**src/rtl/clkdiv_pkg.sv**
```systemverilog
// clkdiv_pkg - shared constants for the clock divider bank.
//   CNT_W_DEF / NUM_CH_DEF : default counter width and channel count
//   HALF_10HZ / HALF_6HZ   : half-period values for a 100 MHz base clock
//   ch_idx_w()             : width of a channel index (at least 1 bit)
package clkdiv_pkg;

  localparam int CNT_W_DEF  = 27;
  localparam int NUM_CH_DEF = 4;

  // The divider toggles every N+1 cycles, so 10 Hz from 100 MHz needs
  // N = 100e6 / (2*10) - 1.
  localparam int HALF_10HZ = 4_999_999;
  localparam int HALF_6HZ  = 8_333_332;

  function automatic int ch_idx_w(input int n);
    return (n > 1) ? $clog2(n) : 1;
  endfunction

endpackage

```
**src/rtl/clock_div_ch.sv**
```systemverilog
// clock_div_ch - one divider channel.
//   clk_i      : system clock, rising edge
//   rst_ni     : synchronous active-low reset
//   en_i       : run enable; counter and output hold while low
//   wr_i       : load wr_half_i into the pending half-period
//   wr_half_i  : new half-period N (toggle every N+1 cycles)
//   sync_i     : restart phase: counter and output cleared, pending adopted
//   slowclk_o  : divided square wave (registered)
//   tick_o     : one-cycle pulse on every slowclk_o toggle
// Optional build macro CLKDIV_TICK_EN: when undefined tick_o is tied to 0
// and no tick flop exists.
module clock_div_ch
  import clkdiv_pkg::*;
#(
  parameter int               CNT_W    = CNT_W_DEF,
  parameter logic [CNT_W-1:0] DEF_HALF = CNT_W'(HALF_10HZ)
) (
  input  logic             clk_i,
  input  logic             rst_ni,
  input  logic             en_i,
  input  logic             wr_i,
  input  logic [CNT_W-1:0] wr_half_i,
  input  logic             sync_i,
  output logic             slowclk_o,
  output logic             tick_o
);

  logic [CNT_W-1:0] cnt_q, cnt_d;
  logic [CNT_W-1:0] act_q, act_d;
  logic [CNT_W-1:0] pend_q, pend_d;
  logic             slow_q, slow_d;
  logic             term;

  // Terminal only counts when actually running; sync overrides it.
  assign term = en_i && !sync_i && (cnt_q == act_q);

  always_comb begin
    // A write always lands in pending; pend_d is also what act adopts, so a
    // write in the same cycle as a wrap or sync takes effect immediately.
    pend_d = wr_i ? wr_half_i : pend_q;
    act_d  = act_q;
    cnt_d  = cnt_q;
    slow_d = slow_q;
    if (sync_i) begin
      cnt_d  = '0;
      slow_d = 1'b0;
      act_d  = pend_d;
    end else if (en_i) begin
      if (term) begin
        // Wrap before the increment can overflow, so an all-ones half-period
        // is legal.
        cnt_d  = '0;
        slow_d = ~slow_q;
        act_d  = pend_d;
      end else begin
        cnt_d = cnt_q + CNT_W'(1);
      end
    end
  end

  always_ff @(posedge clk_i) begin
    if (!rst_ni) begin
      cnt_q  <= '0;
      act_q  <= DEF_HALF;
      pend_q <= DEF_HALF;
      slow_q <= 1'b0;
    end else begin
      cnt_q  <= cnt_d;
      act_q  <= act_d;
      pend_q <= pend_d;
      slow_q <= slow_d;
    end
  end

  assign slowclk_o = slow_q;

`ifdef CLKDIV_TICK_EN
  logic tick_q;

  always_ff @(posedge clk_i) begin
    if (!rst_ni) tick_q <= 1'b0;
    else         tick_q <= term;
  end

  assign tick_o = tick_q;
`else
  assign tick_o = 1'b0;
`endif

endmodule

```
**src/rtl/clock_div_bank.sv**
```systemverilog
// clock_div_bank - bank of NUM_CH independent programmable clock dividers.
//   clk_i      : system clock, rising edge
//   rst_ni     : synchronous active-low reset
//   en_i       : per-channel run enable
//   wr_en_i    : single-cycle half-period write strobe
//   wr_ch_i    : channel written; out-of-range indices are ignored
//   wr_half_i  : half-period N; channel toggles every N+1 cycles
//   sync_i     : realign all channels to phase zero
//   slowclk_o  : per-channel divided clock (registered)
//   tick_o     : per-channel toggle pulse
// Optional build macro CLKDIV_TICK_EN enables tick_o (otherwise constant 0).
module clock_div_bank
  import clkdiv_pkg::*;
#(
  parameter int               NUM_CH   = NUM_CH_DEF,
  parameter int               CNT_W    = CNT_W_DEF,
  parameter logic [CNT_W-1:0] DEF_HALF = CNT_W'(HALF_10HZ),
  localparam int              CH_W     = ch_idx_w(NUM_CH)
) (
  input  logic              clk_i,
  input  logic              rst_ni,
  input  logic [NUM_CH-1:0] en_i,
  input  logic              wr_en_i,
  input  logic [CH_W-1:0]   wr_ch_i,
  input  logic [CNT_W-1:0]  wr_half_i,
  input  logic              sync_i,
  output logic [NUM_CH-1:0] slowclk_o,
  output logic [NUM_CH-1:0] tick_o
);

  logic [NUM_CH-1:0] wr_sel;

  // One-hot write decode; an index with no matching channel selects nothing.
  always_comb begin
    wr_sel = '0;
    for (int i = 0; i < NUM_CH; i++) begin
      wr_sel[i] = wr_en_i && (wr_ch_i == CH_W'(i));
    end
  end

  for (genvar g = 0; g < NUM_CH; g++) begin : g_ch
    clock_div_ch #(
      .CNT_W    (CNT_W),
      .DEF_HALF (DEF_HALF)
    ) u_ch (
      .clk_i     (clk_i),
      .rst_ni    (rst_ni),
      .en_i      (en_i[g]),
      .wr_i      (wr_sel[g]),
      .wr_half_i (wr_half_i),
      .sync_i    (sync_i),
      .slowclk_o (slowclk_o[g]),
      .tick_o    (tick_o[g])
    );
  end

endmodule

```
**config.mk**
```make
export PLATFORM = sky130hd
export DESIGN_NAME = clock_div_bank
export DESIGN_NICKNAME = d
export VERILOG_FILES = /design/src/rtl/clkdiv_pkg.sv /design/src/rtl/clock_div_ch.sv /design/src/rtl/clock_div_bank.sv
export SDC_FILE = /design/constraint.sdc
export NUM_CORES = 1
export LEC_CHECK = 0
export BUFFER_PORTS_ARGS = -buffer_cell sky130_fd_sc_hd__buf_2
export CAP_MARGIN = 20
export CORE_ASPECT_RATIO = 0.6
export CORE_UTILIZATION = 60
export DETAILED_ROUTE_END_ITERATION = 8
export PLACE_DENSITY_LB_ADDON = 0.3
export SETUP_SLACK_MARGIN = 0.5
export SKIP_CTS_REPAIR_TIMING = 1
export SYNTH_ARGS = -nofsm -noshare
export SYNTH_HDL_FRONTEND = slang
export SYNTH_HIERARCHICAL = 1
export SYNTH_SLANG_ARGS = --single-unit
```
**constraint.sdc**
```tcl
create_clock -name clk_i -period 4.1 [get_ports clk_i]
set_clock_uncertainty 0.15 [all_clocks]
set_input_delay 0.41 -clock clk_i [delete_from_list [all_inputs] [get_ports clk_i]]
set_output_delay 0.41 -clock clk_i [all_outputs]
set_load 0.05 [all_outputs]
```
# Yosys cells after proc, flatten, opt, wreduce, memory -nomap -nowiden
# Cells that the tools add are included.
op_classes:
  n_reduce_logical: 31
  eq_ne: 7
  add_sub_neg: 4
  muxes: 20
  bitwise: 5
op_table:
  columns: ["op", "n"]
  rows:
  - ["two-way mux 27 bit", 20]
  - ["adder 27 x 1 -> 27 bit, second input constant", 4]
  - ["== test 27 bit", 4]
  - ["AND reduction 2 bit", 8]
  - ["nonzero test 2 bit", 8]
  - ["logical AND 1 bit", 12]
  - ["NOT 1 bit", 5]
  - ["== test 2 bit, second input constant", 2]
  - ["== test 2 x 1 -> 1 bit, second input constant", 1]
  - ["zero test 2 bit", 1]
  - ["OR reduction 2 bit", 1]
  - ["zero test 1 bit", 1]
word_totals:
  register_bits: 328
  output_inout_bits: 8

# Logic depth before layout (Yosys ltp)
# Gate-level depths: netlist (run 1).
logic_depth:
  ltp_word: 6
  depth_mapped: 7

# Cells and area by module
# Netlist (run 1), hierarchy kept.
modules_own_cells:
  columns: ["mod", "instances", "cells_per_inst", "area_each_um2"]
  rows:
  - ["clock_div_ch", 4, 329, 3370.7]
  - ["clock_div_bank", 1, 4, 37.5]

# Worst setup path before layout (run 1)
# OpenSTA, ideal clock, no wires.
synth_path:
  kind: "input to register"
  startpoint: "input port sync_i"
  endpoint: "register g_ch[0].u_ch.act_q[11]"
  path_stages: 7
  arrival_ps: 1769
  path_slack_ps: 2064
  path_cell_list: "buf_6 -> nand2b_1 -> nor4_1 -> nand4_1 -> or2_1 -> buf_2 -> a32o_1"
synth_between:
  elab_chain_cells: 5
  elab_cells_between_ends: 7
synth_lines:
  columns: ["element", "line", "rtl"]
  rows:
  - ["start, declared", "clock_div_bank.sv:26", "input logic sync_i,"]
  - ["zero test 1 bit", "clock_div_ch.sv:35", "assign term = en_i && !sync_i && (cnt_q == act_q);"]
  - ["logical AND 1 bit (2 in a row)", "clock_div_ch.sv:35", null]
  - ["nonzero test 2 bit (no line)", null, null]
  - ["AND reduction 2 bit (no line)", null, null]
  - ["end signal, assigned", "clock_div_ch.sv:69", "act_q <= act_d;"]
  - ["end, declared", "clock_div_ch.sv:29", "logic [CNT_W-1:0] act_q, act_d;"]
# Parallel ways exist; a longest one is shown, timed or not.
# A chain may end at the register's enable or synchronous reset.

# Worst setup path in the final report (run 1)
layout_path:
  startpoint: "register g_ch[1].u_ch.cnt_q[7]"
  endpoint: "register g_ch[1].u_ch.slow_q"
layout_between:
  elab_chain_cells: 3
layout_lines:
  columns: ["element", "line", "rtl"]
  rows:
  - ["start, declared", "clock_div_ch.sv:28", "logic [CNT_W-1:0] cnt_q, cnt_d;"]
  - ["start signal, assigned", "clock_div_ch.sv:68", "cnt_q <= cnt_d;"]
  - ["== test 27 bit", "clock_div_ch.sv:35", null]
  - ["logical AND 1 bit", "clock_div_ch.sv:35", null]
  - ["AND reduction 2 bit (no line)", null, null]
  - ["end signal, assigned", "clock_div_ch.sv:71", "slow_q <= slow_d;"]
  - ["end, declared", "clock_div_ch.sv:31", "logic slow_q, slow_d;"]
# Every way passes these cells.

==> summary.md, run 1 <==
| Metric | Value |
|---|---|
| Outcome | `finished with violations` |
| Failing checks | `negative hold slack` |
| Die height | `118 µm` |
| Slew @ Worst Pin | `1.04 ns` |
| Fin Setup TNS | `0 ns` |
| DR DRC count | `0` |
| Vias/cell | `5.87` |
| CTS Root Cell | `clkbuf_16` |
| Layout cells sized above 1 | `0.0872` |
| Hold Path Class | `input pin to flop` |
| Crit path max fanout | `15` |
| Post-synth EDFFs | `0` |
| Ranking of synthesized cells by area | `dfxtp_1 49%, xor2_1 12%, mux2i_1 8.3%, o32a_1 4.1%, a32o_1 3.8%` |
| Design area | `14800 µm²` |
| Num rows | `42` |
| Max stage delay on crit path | `0.85 ns` |
| CP max stage cell | `nor2_1` |
| Ant diodes | `0` |
| Total Routed Length | `30800 µm` |
| Iteration-0 DRC Markers | `679` |
| Pleak | `5.60 nW` |
| Clock transition at the registers of the reported paths | `0.07 ns` |
| Congestion Overflow GR | `0` |
| Die ar. | `23200 µm²` |
| Post-Synthesis Cell Area | `13500 µm²` |
| Setup Viol. Count Final | `0` |
| TritonCTS Buffers | `30` |
| Yosys cell types | `31` |
| Rel. slew slack | `0.301` |
| Max Slew Vio Count | `0` |
| Worst Path Arrival | `3.08 ns` |
| CP required | `4.44 ns` |
| Predominant post-synthesis flop cell | `dfxtp_1` |
| Initial antenna violation count | `0` |
| TritonCTS clock tree | `done` |
| Total number of vias | `9554` |
| Area after DPL | `13800 µm²` |
| Setup CP Type | `flop to flop` |
| Power Density | `453 nW/µm²` |
| Placer Congestion | `0.904` |
| Worst skew pair latency | `0.56 ns` |
| H-tree Lvls | `1` |
| Max-cap violations | `0` |
| Final period util | `0.670` |
| Minimum clock period | `2.75 ns` |
| First-pass GRT wire length | `49300 µm` |
| TritonRoute pass-1 iters | `5` |
| Fin nets | `1362` |
| Dpl hpwl | `21400 µm` |
| Largest net degree at the start of global routing | `41` |
| Share of the synthesized area in the top cell type | `0.486` |
| Final Hold Vio Count | `1` |
| Ys Warns | `6` |
| Most frequent cell after synthesis | `dfxtp_1` |
| Die width | `196 µm` |
| Antenna viol nets, final | `0` |
| Core area | `22100 µm²` |
| Seq/Total Area, Yosys | `0.486` |
| Area Overhead vs Synth | `9.62%` |
| Initial core utilization | `0.613` |
| Vias in the first global route | `9148` |
| Max clock buf depth | `3` |
| GRT Total Usage | `0.268` |
| Peak supply drop | `0.000342 V` |
| Mean routed wirelength per cell | `18.9 µm` |
| CP Capture Type | `flop` |
| Syn avg cell area | `10.2 µm²` |
| #FFs+latches synth | `328` |
| Post-synth top cells | `328 x dfxtp_1, 184 x xor2_1, 116 x nor2_1` |
| Critical Path Source Type | `flop` |
| Gate count after technology mapping | `1320` |
| Unrepaired setup endpoints after global routing | `no` |
| Hold_ws | `-0.000367 ns` |
| Total nets after synthesis | `1361` |
| FFs w/ async S/R, synth | `0` |
| IO buf count | `40` |
| Top Ports | `45` |
| Final Util | `0.672` |
| Fmax | `364 MHz` |
| Sink Count | `328` |
| Largest area contributor in the netlist | `dfxtp_1` |
| Worst-path cell chain | `xor2_1 -> nor4_1 -> nand4_1 -> nor2_1 -> mux2i_1` |
through the flow:
stage          std cells  setup WS, ns  power [mW]  hold WS, ns
4_1_cts             1625          1.45        6.74      -0.0198
6_report            1627          1.35        6.71    -0.000367
3_5_place_dp        1573          1.20        3.83        0.304
3_3_place_gp        1573          1.29        3.82        0.299
5_1_grt             1627          1.24        6.93       0.0189
2_1_floorplan       1320          2.06        3.70        0.287
path summary, 6_finish.rpt:
check | start | endpoint | slack (ns) | cells after the start
max | g_ch[1].u_ch/cnt_q[7] | g_ch[1].u_ch/slowclk_o | 1.35 | 5
min | en_i[0] | g_ch[0].u_ch/cnt_q[1] | -0.0004 | 2
max reg2reg | g_ch[1].u_ch/cnt_q[7] | g_ch[1].u_ch/slowclk_o | 1.35 | 5
min reg2reg | g_ch[2].u_ch/pend_q[0] | g_ch[2].u_ch/pend_q[0] | 0.32 | 2
per-layer routing:
layer,global-route usage,wire length (µm),share of wire
met1,0.412,15400,0.50
met2,0.388,12900,0.42
met3,0.0511,1960,0.064
met4,0.0557,526,0.017
met5,0,0,0
kinds of logic (layout without fill, tap and decap cells):
group,count (synthesis),in the layout,share of synthesized area
AOI/OAI and AO/OA,124,124,0.0874
other,4,4,0.00111
muxes,112,112,0.0829
DFF,328,328,0.486
xor gates and xnor gates,208,208,0.135
adders and majority gates,4,4,0.00370
buffers and inverters,88,109,0.0318
and+or+nand+nor,452,452,0.173
final cells by class:
| cell class | count | area (µm²) |
|---|---|---|
| tap | 286 | 358 |
| clock inverter | 17 | 229 |
| timing repair buffer | 53 | 298 |
| clock buffer | 35 | 811 |
| sequential | 328 | 6570 |
| inverter | 4 | 15.0 |
| multi-input combinational | 904 | 6550 |
| fill | 1723 | 7250 |
power breakdown:
part | internal (mW) | switching [mW]
combinational | 0.165 | 0.238
clock | 1.73 | 1.21
sequential | 3.30 | 0.0709
critical path: cells and delay by family (launching register included):
family | cells | cell delay [ns]
XOR/XNOR | 1 | 0.13
flip-flops | 1 | 0.51
multiplexers | 1 | 0.27
AND/OR/NAND/NOR | 3 | 1.61
registers in the layout, indices dropped and copies added (netlist names):
register,cells
g_ch.u_ch/pend_q,108
g_ch.u_ch/act_q,108
g_ch.u_ch/slowclk_o,4
g_ch.u_ch/cnt_q,108
cell usage in the layout (no fill, tap or decap), drive strengths merged, types with 35 or more instances in the layout:
master and count:
mux2i 112, xor2 184, nand4 40, nor2 116
o32a 56, buf 53, nor2b 60, dfxtp 328
nand2 100, clkbuf 35, a32o 52
(Power assumes the default switching activity.)
==> inputs of run 2 (changes only) <==
- clock period: 4.1 -> 2.54 ns (I/O delays scaled with it)
==> summary.md, run 2 (synthesis results as in run 1) <==
| Metric | Value |
|---|---|
| Outcome | `finished with violations (unchanged)` |
| Failing checks | `negative hold slack (unchanged)` |
| CTS Root Cell | `clkbuf_16 (unchanged)` |
| Congestion Overflow GR | `0 (unchanged)` |
| Dpl cells | `1597 (was 1573)` |
| Ant diodes | `0 (unchanged)` |
| Slew @ Worst Pin | `0.585 ns (was 1.04 ns)` |
| Max Slew Vio Count | `0 (unchanged)` |
| Num rows | `42 (unchanged)` |
| Minimum clock period | `2.01 ns (was 2.75 ns)` |
| Die ar. | `23200 µm² (unchanged)` |
| Fmax | `497 MHz (was 364 MHz)` |
| TritonRoute pass-1 iters | `7 (was 5)` |
| CP max stage cell | `nor3_2 (was nor2_1)` |
| Fill count | `1649 (was 1723)` |
| Seq. cell area | `6600 µm² (was 6570 µm²)` |
| Iteration-0 DRC Markers | `810 (was 679)` |
| Final period util | `0.792 (was 0.670)` |
| Vias in the first global route | `9163 (was 9148)` |
| TritonCTS Buffers | `29 (was 30)` |
| Top Ports | `45 (unchanged)` |
| Clock transition at the registers of the reported paths | `0.06 ns (was 0.07 ns)` |
| Post-route setup slack | `0.529 ns (was 1.35 ns)` |
| Max-cap violations | `0 (unchanged)` |
| Final Non-Filler Cells | `1698 (was 1627)` |
| Max stage delay on crit path | `0.53 ns (was 0.85 ns)` |
| Worst Path Arrival | `2.33 ns (was 3.08 ns)` |
| TritonCTS clock tree | `done (unchanged)` |
| Setup CP Type | `flop to flop (unchanged)` |
| Max clock buf depth | `3 (unchanged)` |
| Fin nets | `1435 (was 1362)` |
| Core area | `22100 µm² (unchanged)` |
| Initial antenna violation count | `1 (was 0)` |
| Worst skew pair latency | `0.57 ns (was 0.56 ns)` |
| Commonest non-fill, non-tap cell in the layout | `dfxtp_1 (unchanged)` |
| Multi-input logic area | `6750 µm² (was 6550 µm²)` |
| Critical Path Source Type | `flop (unchanged)` |
| Hold Path Class | `input pin to flop (unchanged)` |
| Sink Count | `328 (unchanged)` |
| GRT Total Usage | `0.267 (was 0.268)` |
| Vias/cell | `5.92 (was 5.87)` |
| Setup Viol. Count Final | `0 (unchanged)` |
| Placer Congestion | `0.894 (was 0.904)` |
| CP Capture Type | `flop (unchanged)` |
| Antenna viol nets, final | `0 (unchanged)` |
| IO buf count | `40 (unchanged)` |
| Crit path max fanout | `8 (was 15)` |
| Fin Setup TNS | `0 ns (unchanged)` |
| Area Overhead vs Synth | `15.7% (was 9.62%)` |
| Initial core utilization | `0.613 (unchanged)` |
| Die height | `118 µm (unchanged)` |
| Commonest non-fill, non-tap cells in the layout | `309 x dfxtp_1, 183 x xor2_1, 115 x nor2_1 (was 328 x dfxtp_1, 184 x xor2_1, 116 x nor2_1)` |
| Unrepaired setup endpoints after global routing | `yes (was no)` |
| DR DRC count | `0 (unchanged)` |
| Die width | `196 µm (unchanged)` |
| CP top delay family | `simple AND/OR/NAND/NOR gates (unchanged)` |
| Largest net degree at the start of global routing | `43 (was 41)` |
| Power Density | `674 nW/µm² (was 453 nW/µm²)` |
| H-tree Lvls | `1 (unchanged)` |
| Hold_ws | `-0.0176 ns (was -0.000367 ns)` |
| Dpl hpwl | `21700 µm (was 21400 µm)` |
| Buf+Inv Stages, Crit Path | `0 (unchanged)` |
| Total Routed Length | `32900 µm (was 30800 µm)` |
| CP required | `2.86 ns (was 4.44 ns)` |
| Biggest regs | `g_ch.u_ch/act_q (108), g_ch.u_ch/cnt_q (108), g_ch.u_ch/pend_q (108) (unchanged)` |
| Worst-path cell chain | `ha_1 -> nand3_1 -> nor3_2 -> and4_1 -> xnor2_1 -> nor2_1 (was xor2_1 -> nor4_1 -> nand4_1 -> nor2_1 -> mux2i_1)` |
| Final Hold Vio Count | `2 (was 1)` |
| Total number of vias | `10.1k (was 9554)` |
| Pleak | `6.05 nW (was 5.60 nW)` |
| Peak supply drop | `0.000571 V (was 0.000342 V)` |
| First-pass GRT wire length | `48900 µm (was 49300 µm)` |
| Rel. slew slack | `0.608 (was 0.301)` |
| Dpl ws | `0.241 ns (was 1.20 ns)` |
| Layout cells sized above 1 | `0.142 (was 0.0872)` |
| Mean routed wirelength per cell | `19.4 µm (was 18.9 µm)` |
## run 2: cell types whose count changed in the layout (fill, tap and decap cells not counted), moves of 4 or more
cell / delta
nor3_2: -6
nor4_2: +13
nor4_1: -13
nor3_4: +6
buf_4: +27
buf_6: +7
dlygate4sd3_1: +30
or2_1: -4
or2_4: +7
o21a_1: -4
dfxtp_1: -19
dfxtp_4: +4
dfxtp_2: +15
## run 2: tightest hold or removal path: cells and delay by family
family	cells	cell delay [ns]
AND/OR/NAND/NOR	1	0.07
buffers and inverters	1	0.16
multiplexers	1	0.15
## run 2: report_power, final
| part | total [mW] | leakage (nW) | internal (mW) | switching [mW] |
|---|---|---|---|---|
| combinational | 0.757 | 2.91 | 0.336 | 0.421 |
| clock | 4.36 | 0.455 | 2.43 | 1.93 |
| sequential | 5.43 | 2.69 | 5.32 | 0.114 |
## run 2: worst paths after layout
kind         cells after the start  slack (ns)                      end                   start
max                              6        0.53   g_ch[1].u_ch/cnt_q[14]   g_ch[1].u_ch/cnt_q[0]
min                              3       -0.02  g_ch[2].u_ch/pend_q[25]           wr_half_i[25]
max reg2reg                      6        0.53   g_ch[1].u_ch/cnt_q[14]   g_ch[1].u_ch/cnt_q[0]
min reg2reg                      2        0.31   g_ch[1].u_ch/slowclk_o  g_ch[1].u_ch/slowclk_o
## run 2: layout make-up
type / count / area share
inverter: 4 / 0.000960
tap: 286 / 0.0229
timing repair buffer: 124 / 0.0642
clock buffer: 38 / 0.0517
clock inverter: 11 / 0.00728
multi-input combinational: 907 / 0.431
sequential: 328 / 0.422
## run 2: stage by stage
step | utilization | instance area [µm²] | power, mW | hold WS (ns)
after global placement | 0.632 | 13900 | 6.18 | 0.298
after global routing | 0.709 | 15600 | 10.9 | -0.00218
final | 0.709 | 15600 | 10.5 | -0.0176
after floorplan | - | 13500 | 5.98 | 0.252
after detailed placement | 0.632 | 13900 | 6.20 | 0.305
after CTS | 0.674 | 14900 | 10.5 | -0.178
## run 2: metal layers
layer	GRT usage	wire, µm	up-vias
met5	0	0	-
met4	0.0547	554	0
met3	0.0482	2330	43
met2	0.384	14100	276
met1	0.413	15900	4939
li1	-	-	4802
